`src/rtl/inst_line_fetcher_if.sv`:
```
// Downward-facing port bundle between inst_cache, the line fetcher and the burst memory.
// The fetcher uses the slave view; the environment (cache + memory) uses the master view.
interface inst_line_fetcher_if #(
    parameter int LINE_W = 256,
    parameter int BEAT_W = 64
);
    logic [31:0]       dfp_addr;
    logic              dfp_read;
    logic              dfp_write;
    logic [LINE_W-1:0] dfp_wdata;
    logic [LINE_W-1:0] dfp_rdata;
    logic              dfp_resp;

    logic [31:0]       bmem_addr;
    logic              bmem_read;
    logic              bmem_ready;
    logic [31:0]       bmem_raddr;
    logic [BEAT_W-1:0] bmem_rdata;
    logic              bmem_rvalid;

    modport slave (
        input  dfp_addr, dfp_read, dfp_write, dfp_wdata,
        output dfp_rdata, dfp_resp,
        output bmem_addr, bmem_read,
        input  bmem_ready, bmem_raddr, bmem_rdata, bmem_rvalid
    );

    modport master (
        output dfp_addr, dfp_read, dfp_write, dfp_wdata,
        input  dfp_rdata, dfp_resp,
        input  bmem_addr, bmem_read,
        output bmem_ready, bmem_raddr, bmem_rdata, bmem_rvalid
    );
endinterface

```
`src/rtl/inst_line_fetcher.sv`:
```
// Instruction-side line fetcher: assembles 256-bit lines from 64-bit memory bursts and
// keeps a one-line next-line prefetch buffer so sequential misses are answered in one cycle.
module inst_line_fetcher #(
    parameter bit PREFETCH_EN = 1'b1,
    parameter int BEATS       = 4,
    parameter int BEAT_W      = 64,
    parameter int LINE_W      = 256
) (
    input  logic                clk,
    input  logic                rst,
    inst_line_fetcher_if.slave  bus
);
    localparam int CNT_W      = $clog2(BEATS);
    localparam int OFS_W      = $clog2(LINE_W / 8);
    localparam int LINE_BYTES = LINE_W / 8;

    typedef enum logic [2:0] {
        IDLE,
        D_REQ,
        D_FILL,
        RESP,
        P_REQ,
        P_FILL
    } state_t;

    state_t            r_state;
    state_t            w_state_next;
    logic [CNT_W-1:0]  r_beat_cnt;
    logic [BEAT_W-1:0] r_beat [BEATS-1];
    logic [31:0]       r_req_addr;
    logic [31:0]       r_pf_addr;
    logic [31:0]       r_buf_tag;
    logic              r_buf_valid;
    logic [LINE_W-1:0] r_buf_data;
    logic [LINE_W-1:0] r_rdata;

    logic [31:0]       w_line_addr;
    logic [31:0]       w_burst_addr;
    logic              w_in_fill;
    logic              w_beat_take;
    logic              w_last_beat;
    logic              w_hit;
    logic [LINE_W-1:0] w_line;
    logic              w_bmem_read;
    logic [31:0]       w_bmem_addr;
    logic              w_unused;

    assign w_line_addr  = {bus.dfp_addr[31:OFS_W], {OFS_W{1'b0}}};
    assign w_burst_addr = (r_state == P_FILL) ? r_pf_addr : r_req_addr;
    assign w_in_fill    = (r_state == D_FILL) || (r_state == P_FILL);
    // Beats tagged with any other address belong to a burst abandoned by reset.
    assign w_beat_take  = w_in_fill && bus.bmem_rvalid && (bus.bmem_raddr == w_burst_addr);
    assign w_last_beat  = w_beat_take && (r_beat_cnt == CNT_W'(BEATS - 1));
    assign w_hit        = r_buf_valid && (r_buf_tag == w_line_addr);

    // The final beat is taken straight from the bus so the line is complete on that edge.
    genvar gi;
    generate
        for (gi = 0; gi < BEATS - 1; gi++) begin : g_beat
            always_ff @(posedge clk) begin
                if (w_beat_take && (r_beat_cnt == CNT_W'(gi))) begin
                    r_beat[gi] <= bus.bmem_rdata;
                end
            end
            assign w_line[gi*BEAT_W +: BEAT_W] = r_beat[gi];
        end
    endgenerate
    assign w_line[(BEATS-1)*BEAT_W +: BEAT_W] = bus.bmem_rdata;

    always_comb begin
        w_state_next = r_state;
        w_bmem_read  = 1'b0;
        w_bmem_addr  = '0;
        case (r_state)
            IDLE: begin
                if (bus.dfp_read) begin
                    w_state_next = w_hit ? RESP : D_REQ;
                end
            end
            D_REQ: begin
                w_bmem_read = 1'b1;
                w_bmem_addr = r_req_addr;
                if (bus.bmem_ready) begin
                    w_state_next = D_FILL;
                end
            end
            D_FILL: begin
                if (w_last_beat) begin
                    w_state_next = RESP;
                end
            end
            RESP: begin
                w_state_next = PREFETCH_EN ? P_REQ : IDLE;
            end
            P_REQ: begin
                w_bmem_read = 1'b1;
                w_bmem_addr = r_pf_addr;
                if (bus.bmem_ready) begin
                    w_state_next = P_FILL;
                end
            end
            P_FILL: begin
                if (w_last_beat) begin
                    w_state_next = IDLE;
                end
            end
            default: w_state_next = IDLE;
        endcase
    end

    always_ff @(posedge clk) begin
        if (rst) begin
            r_state     <= IDLE;
            r_beat_cnt  <= '0;
            r_buf_valid <= 1'b0;
            r_buf_tag   <= '0;
            r_req_addr  <= '0;
            r_pf_addr   <= '0;
            r_rdata     <= '0;
        end else begin
            r_state <= w_state_next;
            if (w_beat_take) begin
                r_beat_cnt <= r_beat_cnt + CNT_W'(1);
            end
            if ((r_state == IDLE) && bus.dfp_read) begin
                r_req_addr <= w_line_addr;
                if (w_hit) begin
                    r_rdata <= r_buf_data;
                end
            end
            if ((r_state == D_FILL) && w_last_beat) begin
                r_rdata <= w_line;
            end
            if ((r_state == RESP) && PREFETCH_EN) begin
                r_pf_addr   <= r_req_addr + 32'(LINE_BYTES);
                r_buf_valid <= 1'b0;
            end
            if ((r_state == P_FILL) && w_last_beat) begin
                r_buf_tag   <= r_pf_addr;
                r_buf_valid <= 1'b1;
            end
        end
    end

    always_ff @(posedge clk) begin
        if ((r_state == P_FILL) && w_last_beat) begin
            r_buf_data <= w_line;
        end
    end

    assign bus.bmem_read = w_bmem_read;
    assign bus.bmem_addr = w_bmem_addr;
    assign bus.dfp_resp  = (r_state == RESP);
    assign bus.dfp_rdata = (r_state == RESP) ? r_rdata : '0;

    assign w_unused = ^{bus.dfp_wdata, bus.dfp_write, bus.dfp_addr[OFS_W-1:0]};

    // Line writes are not supported; a lone write would otherwise wait forever.
    a_no_lone_write: assert property (@(posedge clk) disable iff (rst)
        !(bus.dfp_write && !bus.dfp_read));
endmodule

```
`src/flat_wrapper.sv`:
```
// flat-port wrapper written by rule: the top's interface ports become plain ports
module inst_line_fetcher_flat 
#(
    parameter bit PREFETCH_EN = 1'b1,
    parameter int BEATS       = 4,
    parameter int BEAT_W      = 64,
    parameter int LINE_W      = 256
)
  (clk, rst, bus_dfp_addr, bus_dfp_read, bus_dfp_write, bus_dfp_wdata, bus_dfp_rdata, bus_dfp_resp, bus_bmem_addr, bus_bmem_read, bus_bmem_ready, bus_bmem_raddr, bus_bmem_rdata, bus_bmem_rvalid);
  inst_line_fetcher_if #(.LINE_W(LINE_W), .BEAT_W(BEAT_W)) bus_i ();
  input  logic clk;
  input  logic rst;
  input wire logic [$bits(bus_i.dfp_addr)-1:0] bus_dfp_addr;
  input wire logic [$bits(bus_i.dfp_read)-1:0] bus_dfp_read;
  input wire logic [$bits(bus_i.dfp_write)-1:0] bus_dfp_write;
  input wire logic [$bits(bus_i.dfp_wdata)-1:0] bus_dfp_wdata;
  output wire logic [$bits(bus_i.dfp_rdata)-1:0] bus_dfp_rdata;
  output wire logic [$bits(bus_i.dfp_resp)-1:0] bus_dfp_resp;
  output wire logic [$bits(bus_i.bmem_addr)-1:0] bus_bmem_addr;
  output wire logic [$bits(bus_i.bmem_read)-1:0] bus_bmem_read;
  input wire logic [$bits(bus_i.bmem_ready)-1:0] bus_bmem_ready;
  input wire logic [$bits(bus_i.bmem_raddr)-1:0] bus_bmem_raddr;
  input wire logic [$bits(bus_i.bmem_rdata)-1:0] bus_bmem_rdata;
  input wire logic [$bits(bus_i.bmem_rvalid)-1:0] bus_bmem_rvalid;
  assign bus_i.dfp_addr = bus_dfp_addr;
  assign bus_i.dfp_read = bus_dfp_read;
  assign bus_i.dfp_write = bus_dfp_write;
  assign bus_i.dfp_wdata = bus_dfp_wdata;
  assign bus_dfp_rdata = bus_i.dfp_rdata;
  assign bus_dfp_resp = bus_i.dfp_resp;
  assign bus_bmem_addr = bus_i.bmem_addr;
  assign bus_bmem_read = bus_i.bmem_read;
  assign bus_i.bmem_ready = bus_bmem_ready;
  assign bus_i.bmem_raddr = bus_bmem_raddr;
  assign bus_i.bmem_rdata = bus_bmem_rdata;
  assign bus_i.bmem_rvalid = bus_bmem_rvalid;
  inst_line_fetcher #(.PREFETCH_EN(PREFETCH_EN), .BEATS(BEATS), .BEAT_W(BEAT_W), .LINE_W(LINE_W)) u_core (.clk(clk), .rst(rst), .bus(bus_i));
endmodule
```
`config.mk`:
```
export PLATFORM = sky130hd
export DESIGN_NAME = inst_line_fetcher_flat
export DESIGN_NICKNAME = d
export VERILOG_FILES = /design/src/rtl/inst_line_fetcher_if.sv /design/src/rtl/inst_line_fetcher.sv /design/src/flat_wrapper.sv
export SDC_FILE = /design/constraint.sdc
export NUM_CORES = 1
export LEC_CHECK = 0
export ABC_AREA = 1
export CAP_MARGIN = 15
export CORE_AREA = 2 2 266 268
export DETAILED_ROUTE_END_ITERATION = 8
export DIE_AREA = 0 0 268 270
export GPL_TIMING_DRIVEN = 0
export PLACE_DENSITY = 0.81
export REMOVE_ABC_BUFFERS = 1
export SLEW_MARGIN = 40
export SYNTH_ARGS = -nofsm -noshare
export SYNTH_HDL_FRONTEND = slang
export SYNTH_SLANG_ARGS = --single-unit
```
`constraint.sdc`:
```
create_clock -name clk -period 16.8 [get_ports clk]
set_clock_uncertainty 0.1 [all_clocks]
set_input_delay 3.36 -clock clk [delete_from_list [all_inputs] [get_ports clk]]
set_output_delay 3.36 -clock clk [all_outputs]
set_load 0.03 [all_outputs]
```
==> results.sh <==
export IMPL_layout_worst_path_cycle_share=0.454
export IMPL_post_cts_resized=0
export IMPL_drive_gt1_frac=0.0658
export IMPL_ant_nets=0
export IMPL_synth_top_cell_area_share=0.376
export IMPL_cp_slowest_cell="dfxtp_2"
export IMPL_clockBufferDepth=3
export IMPL_finalHoldViolCount=0
export IMPL_synth_ff_type="edfxtp_1"
export IMPL_gr_total_overflow=0
export IMPL_synthArstFlopShare=0
export IMPL_seq_area_mm2=0.0203
export IMPL_finalMaxSlewViolations=0
export IMPL_p_leak_nw=17.0
export IMPL_finalWirelength_um=102000
export IMPL_synthXorXnorAreaFrac=0.00760
export IMPL_via_per_inst=5.54
export IMPL_dieHeight_um=270
export IMPL_synth_compound_area_share=0.0592
export IMPL_min_period_ns=7.63
export IMPL_synth_seq_cells=791
export IMPL_syn_to_final_growth_pct=26.0
export IMPL_intPower_w=0.00336
export IMPL_rsz0062_at_grt="false"
export IMPL_start_util=0.514
export IMPL_fp_dieW_um=268
export IMPL_clk_pin_slew_worst_paths_ns=0.06
export IMPL_worstMarginPinSlew_ns=0.845
export IMPL_synth_area_mm2=0.0357
export IMPL_cts_inserted_buffers=84
export IMPL_yosys_area_share_adder=0.00175
export IMPL_synth_simple_gate_area_frac=0.250
export IMPL_crit_top_cell="buf_12"
export IMPL_combPwrFrac=0.135
export IMPL_hp_class="reg -> reg"
export IMPL_powerDensity_mw_per_mm2=103
export IMPL_worst_setup_path_type="reg -> out"
export IMPL_power_frac_seq=0.461
export IMPL_tns_ns=0
export IMPL_yosysWarnings=0
export IMPL_grt_pass1_wl_um=160000
export IMPL_drt_first_iter_violations=3325
export IMPL_clk_latency_ns=0.64
export IMPL_syn_area_per_cell_um2=8.44
export IMPL_cts_sinks=791
export IMPL_status="finished clean"
export IMPL_synth_most_common_cell="nand2_1"
export IMPL_grt_pass1_vias=29100
export IMPL_fin_area_mm2=0.0450
export IMPL_synth_top_family_by_area="simple AND/OR/NAND/NOR gates"
export IMPL_cts_setup_buffers=0
export IMPL_multi_input_area_mm2=0.0115
export IMPL_synthMuxAreaShare=0
export IMPL_synth_edf_count=448
export IMPL_vias=30800
export IMPL_synth_area_top_cells="edfxtp_1 38%, dfxtp_1 19%, nand2_1 8.0%"
export IMPL_core_mm2=0.0695
export IMPL_antenna_found_initial=5
export IMPL_startpoint_type="flop"
export IMPL_cts_tree="yes"
export IMPL_synthTopCellsByCount="766 x nand2_1, 689 x inv_1, 554 x nand3_1, 448 x edfxtp_1, 343 x dfxtp_1"
export IMPL_critical_path_required_ns=13.34
export IMPL_synth_cell_type_count=33
export IMPL_cp_end_kind="primary output"
export IMPL_place_area_mm2=0.0422
export IMPL_synthCells=4237
export IMPL_yosysTopAreaCell="edfxtp_1"
export IMPL_irDropWorstVdd_mv=0.0760
export IMPL_relSlewSlack=0.436
export IMPL_clkPwrFrac=0.405
export IMPL_swShare=0.276
export IMPL_ios=680
export IMPL_htree_levels=3
export IMPL_drc=0
export IMPL_cts_root_buf="clkbuf_16"
export IMPL_cp_arrival_ns=4.17
export IMPL_synth_seq_area_share=0.568
export IMPL_track_usage=0.275
export IMPL_cp_slowest_stage_delay_ns=0.88
export IMPL_gp_congestion=0.935
export IMPL_p_switching_w=0.00128
export IMPL_worstPathCellList="inv_1 > nor3_2 > inv_8 > buf_12 > buf_12 > buf_16 > nor2_1 > clkdlybuf4s50_1"
export IMPL_crit_fanout=59
export IMPL_rows=97
export IMPL_die_area_mm2=0.0724
export IMPL_p_total_w=0.00464
export IMPL_portBuffers=412
export IMPL_drv_cap=0
export IMPL_grt_max_degree=84
export IMPL_fmax_ghz=0.131
export IMPL_wire_per_inst_um=18.4
export IMPL_nets=4950
export IMPL_firstDrtPassIters=6
export IMPL_setup_violations=0
export IMPL_post_dp_hpwl_um=66100
export IMPL_nFillCells=5484
export IMPL_cts_hold_fix_buffers=0
==> cells in the final DEF, fill, tap and decap left out, types with 21 or more instances in the layout <==
master           instances
nor2_1                 321
dfxtp_1                341
buf_16                  41
buf_4                   28
nand4_1                292
a21oi_1                315
buf_12                  26
o22ai_1                 31
xor2_1                  26
inv_1                  686
clkdlybuf4s50_1        411
buf_8                   34
clkbuf_16               86
nand3_1                552
o21ai_0                 58
nand2_1                764
clkbuf_1                21
edfxtp_1               448
==> power groups by stage <==
stage,clock [W],sequential (W),combinational (W)
floorplan,0,0.00215,0.000306
global placement,0,0.00217,0.000522
detailed placement,0,0.00218,0.000612
CTS,0.00190,0.00213,0.000617
global route,0.00197,0.00214,0.000671
finish,0.00188,0.00214,0.000625
==> per-layer routing <==
| metal | vias to the layer above | global-route usage | wire (µm) |
|---|---|---|---|
| met5 | - | 0 | 26 |
| met4 | 4 | 0.118 | 3880 |
| met3 | 222 | 0.0411 | 7280 |
| met2 | 1379 | 0.456 | 50300 |
| met1 | 14700 | 0.358 | 40700 |
| li1 | 14600 | - | - |
==> final cells by class <==
class	instances	share of cell area
antenna	4	0.000222
multi-input combinational	2425	0.255
inverter	693	0.0582
timing repair buffer	560	0.147
clock inverter	30	0.00781
sequential	791	0.451
tap	940	0.0261
clock buffer	123	0.0544
==> registers in the layout, indices dropped and copies added (netlist names) <==
register and flops:
u_core.r_beat 192, u_core.r_beat_cnt 2, u_core.r_buf_data 256, u_core.r_buf_tag 27, u_core.r_buf_valid 1, u_core.r_pf_addr 27
u_core.r_rdata 256, u_core.r_req_addr 27, u_core.r_state 3
==> logic make-up after synthesis <==
family,after synthesis
fa+ha+maj,5
compound gates,411
buf+inv,1025
other cells,1
flops,791
xor+xnor,31
simple gates,1973
==> through the flow <==
step           worst slack [ns]  instances  hold slack (ns)   util
2_1_floorplan             -4.94       3909            0.326      -
3_3_place_gp             -27.30       5261            0.327  0.570
3_5_place_dp               9.56       5409            0.332  0.607
4_1_cts                    9.22       5562            0.324  0.647
5_1_grt                    9.02       5565            0.334  0.647
6_report                   9.17       5566            0.333  0.648
==> critical path: cells and delay by family (launching register included) <==
kind | cells | cell delay (ns)
buffers and inverters | 6 | 1.82
flip-flops | 1 | 0.88
AND/OR/NAND/NOR | 2 | 0.73
==> worst paths after layout <==
| check | start | to | slack (ns) | cells past startpoint |
|---|---|---|---|---|
| worst min-delay path | u_core.r_beat[0][122] | u_core.r_buf_data[122] | 0.33 | 0 |
| worst max register to register | u_core.r_state[1] | u_core.r_buf_data[204] | 11.50 | 19 |
| worst min register to register | u_core.r_beat[0][122] | u_core.r_buf_data[122] | 0.33 | 0 |
| worst max-delay path | u_core.r_state[0] | bus_dfp_rdata[236] | 9.17 | 8 |
Note: power is estimated with default switching activity, not from simulation.
